--- config.mk ---
export PLATFORM = sky130hd
export DESIGN_NAME = seq_detector_param
export DESIGN_NICKNAME = d
export VERILOG_FILES = /design/src/rtl/seq_detector_param.sv
export SDC_FILE = /design/constraint.sdc
export NUM_CORES = 1
export LEC_CHECK = 0
export BUFFER_PORTS_ARGS = -buffer_cell sky130_fd_sc_hd__buf_4
export CAP_MARGIN = 30
export CORE_UTILIZATION = 30
export DETAILED_ROUTE_END_ITERATION = 6
export GPL_ROUTABILITY_DRIVEN = 0
export PLACE_DENSITY = 0.5
export SLEW_MARGIN = 0
export SYNTH_ARGS = -nofsm -noshare
export SYNTH_HDL_FRONTEND = slang
export SYNTH_SLANG_ARGS = --single-unit
--- constraint.sdc ---
create_clock -name clk_c -period 2.6 [get_ports clk_c]
set_clock_uncertainty 0.2 [all_clocks]
set_input_delay 0 -clock clk_c [delete_from_list [all_inputs] [get_ports clk_c]]
set_output_delay 0 -clock clk_c [all_outputs]
set_load 0.01 [all_outputs]
--- src/rtl/seq_detector_param.sv ---
// Runtime-programmable serial pattern detector with valid-qualified input,
// selectable overlap mode and a saturating match counter.
//
// Ports:
//   clk_c       clock, rising edge
//   reset_r     asynchronous reset, active-low
//   cfg_load_i  load pattern_i / len_i / overlap_i this cycle
//   pattern_i   pattern, bit [len-1] received first, bit [0] last
//   len_i       pattern length (clamped to MAX_LEN)
//   overlap_i   1 = overlapping detection, 0 = non-overlapping
//   in_valid_i  in_i carries a stream bit this cycle
//   in_i        serial data bit
//   clr_cnt_i   synchronous clear of count_o (wins over a hit)
//   q_o         registered match pulse
//   count_o     saturating match count
//   armed_o     a non-zero length pattern is loaded
module seq_detector_param #(
  parameter  int MAX_LEN = 8,
  parameter  int CNT_W   = 8,
  localparam int LEN_W   = $clog2(MAX_LEN + 1)
) (
  input  logic               clk_c,
  input  logic               reset_r,
  input  logic               cfg_load_i,
  input  logic [MAX_LEN-1:0] pattern_i,
  input  logic [LEN_W-1:0]   len_i,
  input  logic               overlap_i,
  input  logic               in_valid_i,
  input  logic               in_i,
  input  logic               clr_cnt_i,
  output logic               q_o,
  output logic [CNT_W-1:0]   count_o,
  output logic               armed_o
);

  localparam logic [LEN_W-1:0] LEN_MAX = LEN_W'(MAX_LEN);

  logic [MAX_LEN-1:0] cfg_pattern_q, cfg_pattern_d;
  logic [LEN_W-1:0]   cfg_len_q, cfg_len_d;
  logic               cfg_overlap_q, cfg_overlap_d;
  logic [MAX_LEN-1:0] hist_q, hist_d;
  logic [LEN_W-1:0]   fill_q, fill_d;
  logic               q_q, q_d;
  logic [CNT_W-1:0]   count_q, count_d;
  logic               armed_q, armed_d;

  logic               accept;
  logic [MAX_LEN-1:0] shift_hist;
  logic [LEN_W-1:0]   fill_inc;
  logic [LEN_W-1:0]   len_clamped;
  logic [MAX_LEN-1:0] len_mask;
  logic               hit;

  // State register
  always_ff @(posedge clk_c or negedge reset_r) begin
    if (!reset_r) begin
      cfg_pattern_q <= '0;
      cfg_len_q     <= '0;
      cfg_overlap_q <= 1'b0;
      hist_q        <= '0;
      fill_q        <= '0;
      q_q           <= 1'b0;
      count_q       <= '0;
      armed_q       <= 1'b0;
    end else begin
      cfg_pattern_q <= cfg_pattern_d;
      cfg_len_q     <= cfg_len_d;
      cfg_overlap_q <= cfg_overlap_d;
      hist_q        <= hist_d;
      fill_q        <= fill_d;
      q_q           <= q_d;
      count_q       <= count_d;
      armed_q       <= armed_d;
    end
  end

  // Match evaluation on the would-be next history.
  always_comb begin
    len_mask   = '0;
    accept     = in_valid_i & ~cfg_load_i & (cfg_len_q != '0);
    shift_hist = {hist_q[MAX_LEN-2:0], in_i};
    fill_inc   = (fill_q >= LEN_MAX) ? LEN_MAX : fill_q + LEN_W'(1);
    for (int i = 0; i < MAX_LEN; i++) begin
      len_mask[i] = (LEN_W'(i) < cfg_len_q);
    end
    // Pattern bits at or above cfg_len are masked off as don't-care.
    hit = accept && (fill_inc >= cfg_len_q) &&
          (((shift_hist ^ cfg_pattern_q) & len_mask) == '0);
  end

  // Next-state logic
  always_comb begin
    len_clamped   = (len_i > LEN_MAX) ? LEN_MAX : len_i;
    cfg_pattern_d = cfg_pattern_q;
    cfg_len_d     = cfg_len_q;
    cfg_overlap_d = cfg_overlap_q;
    hist_d        = hist_q;
    fill_d        = fill_q;
    count_d       = count_q;
    if (cfg_load_i) begin
      cfg_pattern_d = pattern_i;
      cfg_len_d     = len_clamped;
      cfg_overlap_d = overlap_i;
      hist_d        = '0;
      fill_d        = '0;
    end else if (accept) begin
      // Non-overlapping mode restarts from empty after a match.
      if (hit && !cfg_overlap_q) begin
        hist_d = '0;
        fill_d = '0;
      end else begin
        hist_d = shift_hist;
        fill_d = fill_inc;
      end
    end
    if (clr_cnt_i) begin
      count_d = '0;
    end else if (hit && (count_q != '1)) begin
      count_d = count_q + CNT_W'(1);
    end
    q_d     = hit;
    armed_d = (cfg_len_d != '0);
  end

  // Outputs
  always_comb begin
    q_o     = q_q;
    count_o = count_q;
    armed_o = armed_q;
  end

endmodule

==> results.sh, run 1 <==
export IMPL_die_h_um=77.7
export IMPL_start_util_pct=31.2
export IMPL_dp_hpwl_um=2650
export IMPL_io_buffers=28
export IMPL_endpoint_kind="register"
export IMPL_multi_input_area_um2=853
export IMPL_switching_share_pct=25.7
export IMPL_status="complete, but fails checks"
export IMPL_max_slew_margin_pct=70.1
export IMPL_path_clk_slew_ns=0.06
export IMPL_coreArea_um2=5510
export IMPL_drive_gt1_share_pct=31.1
export IMPL_synth_area_per_cell_um2=11.2
export IMPL_antenna_found_initial=0
export IMPL_layout_commonest_cell="buf_4"
export IMPL_die_w_um=77.7
export IMPL_fmax_mhz=383
export IMPL_cts_sinks=34
export IMPL_ys_ff_latch=34
export IMPL_grt_max_degree=35
export IMPL_wl_um=3850
export IMPL_netlist_area_leader_share_pct=49.5
export IMPL_syn_area_um2=1720
export IMPL_final_design_area_no_fill_um2=2450
export IMPL_p_per_area_nw_per_um2=481
export IMPL_regArea_um2=851
export IMPL_die_area_um2=6040
export IMPL_fill_cells=526
export IMPL_crit_family="simple AND/OR/NAND/NOR gates"
export IMPL_cpMostUsedCell="ha_2"
export IMPL_rsz0062_at_grt="true"
export IMPL_cts_max_level=2
export IMPL_layout_nets=245
export IMPL_slew_viol_final=0
export IMPL_clkLatencyLatePin_ns=0.28
export IMPL_wire_per_inst_um=13.2
export IMPL_min_period_ns=2.61
export IMPL_cpMaxStageDelayCell="or4_4"
export IMPL_cp_required_ns=2.61
export IMPL_rr_startpoint="fill_q[0]$_DFFE_PN0P_"
export IMPL_cts_tree="done"
export IMPL_drc=0
export IMPL_num_vias=1409
export IMPL_hp_class="primary input to asynchronous set/reset pin"
export IMPL_yosys_area_top_type="dfrtp_1"
export IMPL_crit_buf_inv=0
export IMPL_vias_per_cell=4.84
export IMPL_first_global_vias=1438
export IMPL_crit_chain="ha_2 -> xnor2_1 -> nor2_1 -> ha_2 -> o21a_1 -> o22ai_2 -> a221oi_4 -> nand3_4 -> or4_4 -> a21oi_2"
export IMPL_yosysUniqueCellTypes=41
export IMPL_p_seq_share_pct=49.2
export IMPL_yosys_warnings=0
export IMPL_ant_nets=0
export IMPL_tightestPinTransition_ns=0.449
export IMPL_pre_cts_ws_ns=-0.0474
export IMPL_combPwrFrac_pct=20.6
export IMPL_whs_ns=0.00495
export IMPL_io_pins=29
export IMPL_hold_viol=0
export IMPL_p_leak_uw=0.00108
export IMPL_maxCapViolCount=0
export IMPL_clock_path_buffers=2
export IMPL_switching_power_uw=304
export IMPL_pwr_share_clk_pct=30.2
export IMPL_diodes=0
export IMPL_worstRegToRegCells=10
export IMPL_r2r_slack_ns=-0.01
export IMPL_dr_pass1_iters=4
export IMPL_grt_first_pass_wirelength_um=6680
export IMPL_fin_util_pct=44.6
export IMPL_cts_setup_buffers=0
export IMPL_failed_checks="setup timing"
export IMPL_drt_iter0_markers=55
export IMPL_overflow=0
export IMPL_slowest_delay_ns=0.50
export IMPL_max_vdd_ir_drop_mv=0.251
export IMPL_rows=27
export IMPL_synthArstFlopShare_pct=100
export IMPL_synth_main_ff_cell="dfrtp_1"
export IMPL_final_cell_mix="36 x buf_4, 34 x dfrtp_1, 28 x dlygate4sd3_1"
export IMPL_synthCells=153
export IMPL_critPathKind="register to register"
export IMPL_setup_viol=2
export IMPL_yosysSeqAreaShare_pct=49.5
export IMPL_synth_nets=179
export IMPL_grt_use_total_pct=14.2
export IMPL_place_area_um2=2060
export IMPL_area_growth_pct=42.8
export IMPL_p_int_uw=877
export IMPL_synth_edff_count=0
export IMPL_cts_root_buffer="clkbuf_8"
export IMPL_cts_buffers=5
export IMPL_fin_ws_ns=-0.0141
export IMPL_startpoint_type="register"
export IMPL_timing_rr_end="count_o[5]$_DFFE_PN0P_"
export IMPL_synthTopCellsByArea="dfrtp_1 49%, mux2_2 5.9%, a22o_1 5.1%"
export IMPL_fin_crit_sh_pct=101
export IMPL_crit_fanout=5
export IMPL_cp_arrival_ns=2.62
## what timing repair did
| item | 4_1_cts | 5_1_grt |
|---|---|---|
| setup endpoints to repair | 12 | 18 |
| hold buffers | 28 | 0 |
| resized for setup | 8 | 5 |
| hold endpoints to repair | 57 | 0 |
| pin swaps | 4 | 13 |
| cloned | 0 | 1 |
## how the worst max path moves through the flow
stage | from | cells after the start | slack (ns) | end
after floorplan | fill_q[0]$_DFFE_PN0P_ | 10 | 0.02 | fill_q[3]$_DFFE_PN0P_
after global placement | fill_q[0]$_DFFE_PN0P_ | 9 | 0.004 | fill_q[2]$_DFFE_PN0P_
final | fill_q[0]$_DFFE_PN0P_ | 10 | -0.01 | count_o[5]$_DFFE_PN0P_
after detailed placement | fill_q[0]$_DFFE_PN0P_ | 9 | -0.05 | count_o[5]$_DFFE_PN0P_
after CTS | fill_q[0]$_DFFE_PN0P_ | 10 | -0.02 | count_o[5]$_DFFE_PN0P_
after global routing | fill_q[0]$_DFFE_PN0P_ | 11 | -0.14 | count_o[4]$_DFFE_PN0P_
## power by group through the flow
stage	combinational (uW)	sequential (uW)	clock, uW
2_1_floorplan	118	588	0
3_5_place_dp	192	591	0
3_3_place_gp	190	590	0
6_report	243	581	357
4_1_cts	242	581	374
5_1_grt	269	585	395
## layout make-up
class	count	share of cell area (%)
Multi-Input combinational cell	105	34.8
Sequential cell	34	34.7
Timing Repair Buffer	64	22.4
Tap cell	72	3.67
Clock buffer	7	3.11
Inverter	9	1.38
## logic make-up (layout without fill, tap and decap cells)
group	after synthesis	count (layout)	synth area share, %
AOI/OAI and AO/OA	36	36	15.8
xor gates and xnor gates	11	11	5.60
adders and majority gates	7	7	5.09
buffers and inverters	15	80	3.35
DFF	34	34	49.5
muxes	10	10	6.48
and+or+nand+nor	40	41	14.2
## flip-flops by register name (all words and copies together) (netlist names)
name and cells:
hist_q 7, cfg_pattern_q 8, armed_o 1, cfg_len_q 4, q_o 1, fill_q 4, count_o 8, cfg_overlap_q 1
## through the flow
stage | cells | power (uW) | TNS (ns)
after global routing | 291 | 1250 | -1.09
final | 291 | 1180 | -0.0147
after detailed placement | 255 | 783 | -0.433
after CTS | 290 | 1200 | -0.0354
after global placement | 255 | 780 | 0
after floorplan | 153 | 706 | 0
## cells in the mapped netlist, types with 4 or more instances
cell type and n:
inv_1 9, ha_1 7, o21ai_0 8, nand2_1 8
xnor2_1 8, nor2_1 7, mux2_2 9, dfrtp_1 34
a22o_1 10, clkbuf_1 4, a21oi_1 6
## per-layer routing
| metal | GRT usage, % | vias up | wire (um) |
|---|---|---|---|
| met5 | 0 | - | 0 |
| li1 | - | 691 | - |
| met1 | 18.6 | 686 | 1890 |
| met4 | 6.23 | 0 | 63 |
| met3 | 2.47 | 8 | 86 |
| met2 | 22.9 | 24 | 1810 |
No activity file was read; power rests on OpenSTA's default activity.
==> run 2: changes to the inputs <==
--- a/config.mk
+++ b/config.mk
@@ -5,12 +5,16 @@
 export SDC_FILE = /design/constraint.sdc
 export NUM_CORES = 1
 export LEC_CHECK = 0
+export ABC_AREA = 1
 export BUFFER_PORTS_ARGS = -buffer_cell sky130_fd_sc_hd__buf_4
 export CAP_MARGIN = 30
+export CELL_PAD_IN_SITES_DETAIL_PLACEMENT = 0
+export CELL_PAD_IN_SITES_GLOBAL_PLACEMENT = 1
 export CORE_UTILIZATION = 30
+export CTS_CLUSTER_DIAMETER = 50
 export DETAILED_ROUTE_END_ITERATION = 6
 export GPL_ROUTABILITY_DRIVEN = 0
-export PLACE_DENSITY = 0.5
+export PLACE_DENSITY = 0.63
 export SLEW_MARGIN = 0
 export SYNTH_ARGS = -nofsm -noshare
 export SYNTH_HDL_FRONTEND = slang
==> results.sh, run 2 <==
export IMPL_cts_buffers=5
export IMPL_start_util_pct=31.2
export IMPL_coreArea_um2=6350
export IMPL_synth_top_family_by_area="simple AND/OR/NAND/NOR gates"
export IMPL_cts_max_level=2
export IMPL_stdcell_count=415
export IMPL_min_period_ns=2.36
export IMPL_layout_nets=363
export IMPL_grt_use_total_pct=15.0
export IMPL_max_slew_margin_pct=67.4
export IMPL_hold_viol=0
export IMPL_clock_path_buffers=2
export IMPL_die_area_um2=6940
export IMPL_io_pins=29
export IMPL_critPathKind="register to register"
export IMPL_hp_class="primary input to asynchronous set/reset pin"
export IMPL_synthSimpleGateAreaFrac_pct=36.3
export IMPL_area_growth_pct=38.8
export IMPL_wl_um=4770
export IMPL_yosys_warnings=0
export IMPL_drive_gt1_share_pct=17.2
export IMPL_synth_edff_count=0
export IMPL_rows=29
export IMPL_crit_fanout=11
export IMPL_num_vias=1836
export IMPL_status="complete, no violations"
export IMPL_tightestPinTransition_ns=0.489
export IMPL_cts_resized=0
export IMPL_overflow=0
export IMPL_clkLatencyLatePin_ns=0.28
export IMPL_yosys_area_top_type="dfrtp_1"
export IMPL_ys_ff_latch=34
export IMPL_cp_required_ns=2.58
export IMPL_grt_first_pass_wirelength_um=8150
export IMPL_grt_max_degree=35
export IMPL_pre_cts_ws_ns=0.216
export IMPL_die_h_um=83.3
export IMPL_synth_area_per_cell_um2=7.37
export IMPL_fmax_mhz=424
export IMPL_rsz0062_at_grt="false"
export IMPL_layout_commonest_cell="nand2_1"
export IMPL_synth_nets=295
export IMPL_fin_ws_ns=0.243
export IMPL_finalSetupTns_ns=0
export IMPL_yosysSeqAreaShare_pct=42.9
export IMPL_path_clk_slew_ns=0.07
export IMPL_muxShareOfSynthArea_pct=0
export IMPL_die_w_um=83.3
export IMPL_netlist_area_leader_share_pct=42.9
export IMPL_drc=0
export IMPL_antenna_found_initial=0
export IMPL_wire_per_inst_um=11.5
export IMPL_fill_cells=656
export IMPL_synthTopCellsByArea="dfrtp_1 43%, nand2_1 18%, inv_1 7.6%"
export IMPL_dp_hpwl_um=3280
export IMPL_max_vdd_ir_drop_mv=0.205
export IMPL_fin_crit_sh_pct=90.6
export IMPL_ys_top_cells_by_count="93 x nand2_1, 40 x inv_1, 34 x dfrtp_1, 20 x nor2_1, 14 x nand3_1"
export IMPL_final_design_area_no_fill_um2=2750
export IMPL_startpoint_type="register"
export IMPL_cts_sinks=34
export IMPL_p_per_area_nw_per_um2=460
export IMPL_synthCells=269
export IMPL_synth_fa_ha_area_share_pct=4.42
export IMPL_syn_area_um2=1980
export IMPL_synthArstFlopShare_pct=100
export IMPL_setup_viol=0
export IMPL_cts_tree="done"
export IMPL_yosysUniqueCellTypes=26
export IMPL_synth_xor_area_share_pct=2.65
export IMPL_post_place_cells=370
export IMPL_cts_root_buffer="clkbuf_8"
export IMPL_yosysMostFrequentCell="nand2_1"
export IMPL_dr_pass1_iters=4
export IMPL_diodes=0
export IMPL_synth_compound_area_share_pct=4.48
export IMPL_endpoint_kind="register"
export IMPL_cp_arrival_ns=2.34
export IMPL_synth_main_ff_cell="dfrtp_1"
export IMPL_io_buffers=28
export IMPL_maxCapViolCount=0
export IMPL_place_area_um2=2270
export IMPL_vias_per_cell=4.42
export IMPL_p_leak_uw=0.00148
export IMPL_drt_iter0_markers=45
export IMPL_first_global_vias=1684
export IMPL_final_cell_mix="93 x nand2_1, 40 x inv_1, 36 x dlygate4sd3_1"
export IMPL_ant_nets=0
export IMPL_slew_viol_final=0
-- run 2: stage by stage --
stage	power [uW]	hold slack [ns]	utilization, %
2_1_floorplan	699	-0.496	-
3_3_place_gp	769	-0.211	35.8
3_5_place_dp	772	-0.207	35.8
4_1_cts	1290	0.0152	43.2
5_1_grt	1340	0.0502	43.3
6_report	1270	0.00142	43.3
-- run 2: area by class of cell --
cell class / instances / area, um2 / area share [%]
Inverter: 41 / 154 / 5.59
Multi-Input combinational cell: 188 / 948 / 34.5
Clock buffer: 8 / 110 / 4.00
Sequential cell: 34 / 851 / 30.9
Tap cell: 77 / 96.3 / 3.50
Timing Repair Buffer: 67 / 593 / 21.5
-- run 2: timing repair --
item                                   4_1_cts  5_1_grt
setup buffers                                0        1
endpoints found under the hold margin       49        0
hold buffers                                36        0
setup endpoints to repair                    0        2
-- run 2: cells by family after synthesis --
group,Yosys count
AND/OR/NAND/NOR,159
flip-flops,34
AO/OA/AOI/OAI,16
buffers and inverters,47
XOR/XNOR,6
adder cells (fa/ha/maj),7
-- run 2: path summary, 6_finish.rpt --
check	from	to	slack, ns	cells past startpoint
setup / recovery	fill_q[0]$_DFFE_PN0P_	fill_q[1]$_DFFE_PN0P_	0.24	14
hold / removal	reset_r	cfg_len_q[3]$_DFF_PN0_	0.001	2
setup reg to reg	fill_q[0]$_DFFE_PN0P_	fill_q[1]$_DFFE_PN0P_	0.24	14
hold reg to reg	hist_q[0]$_DFFE_PN0P_	hist_q[0]$_DFFE_PN0P_	0.31	2
max in group asynchronous	reset_r	cfg_pattern_q[4]$_DFFE_PN0P_	1.86	2
min in group clk_c	cfg_load_i	cfg_pattern_q[7]$_DFFE_PN0P_	0.04	4
-- run 2: worst max-delay path, stage by stage, from the launching register on --
cell and delay [ns]:
dfrtp_1 0.37, inv_1 0.08, ha_1 0.29, inv_1 0.07
nor2_1 0.04, ha_1 0.27, nand2_1 0.05, nand2_1 0.05
nand2_1 0.06, nand2_1 0.06, nand3_1 0.16, nor2_8 0.24
nand2_4 0.16, nand2_1 0.09, nand2_1 0.04
-- run 2: where the power goes --
group	internal [uW]	switching, uW	total (uW)	leakage [uW]
combinational	110	124	234	0.000975
sequential	555	18.3	573	0.000446
clock	267	192	459	0.0000575
-- run 2: routing by layer --
| layer | global-route usage [%] | up-vias | part of all wire (%) |
|---|---|---|---|
| li1 | - | 968 | - |
| met1 | 19.3 | 838 | 50 |
| met2 | 25.0 | 23 | 46 |
| met3 | 3.08 | 7 | 2.4 |
| met4 | 5.17 | 0 | 1.6 |
| met5 | 0 | - | 0 |
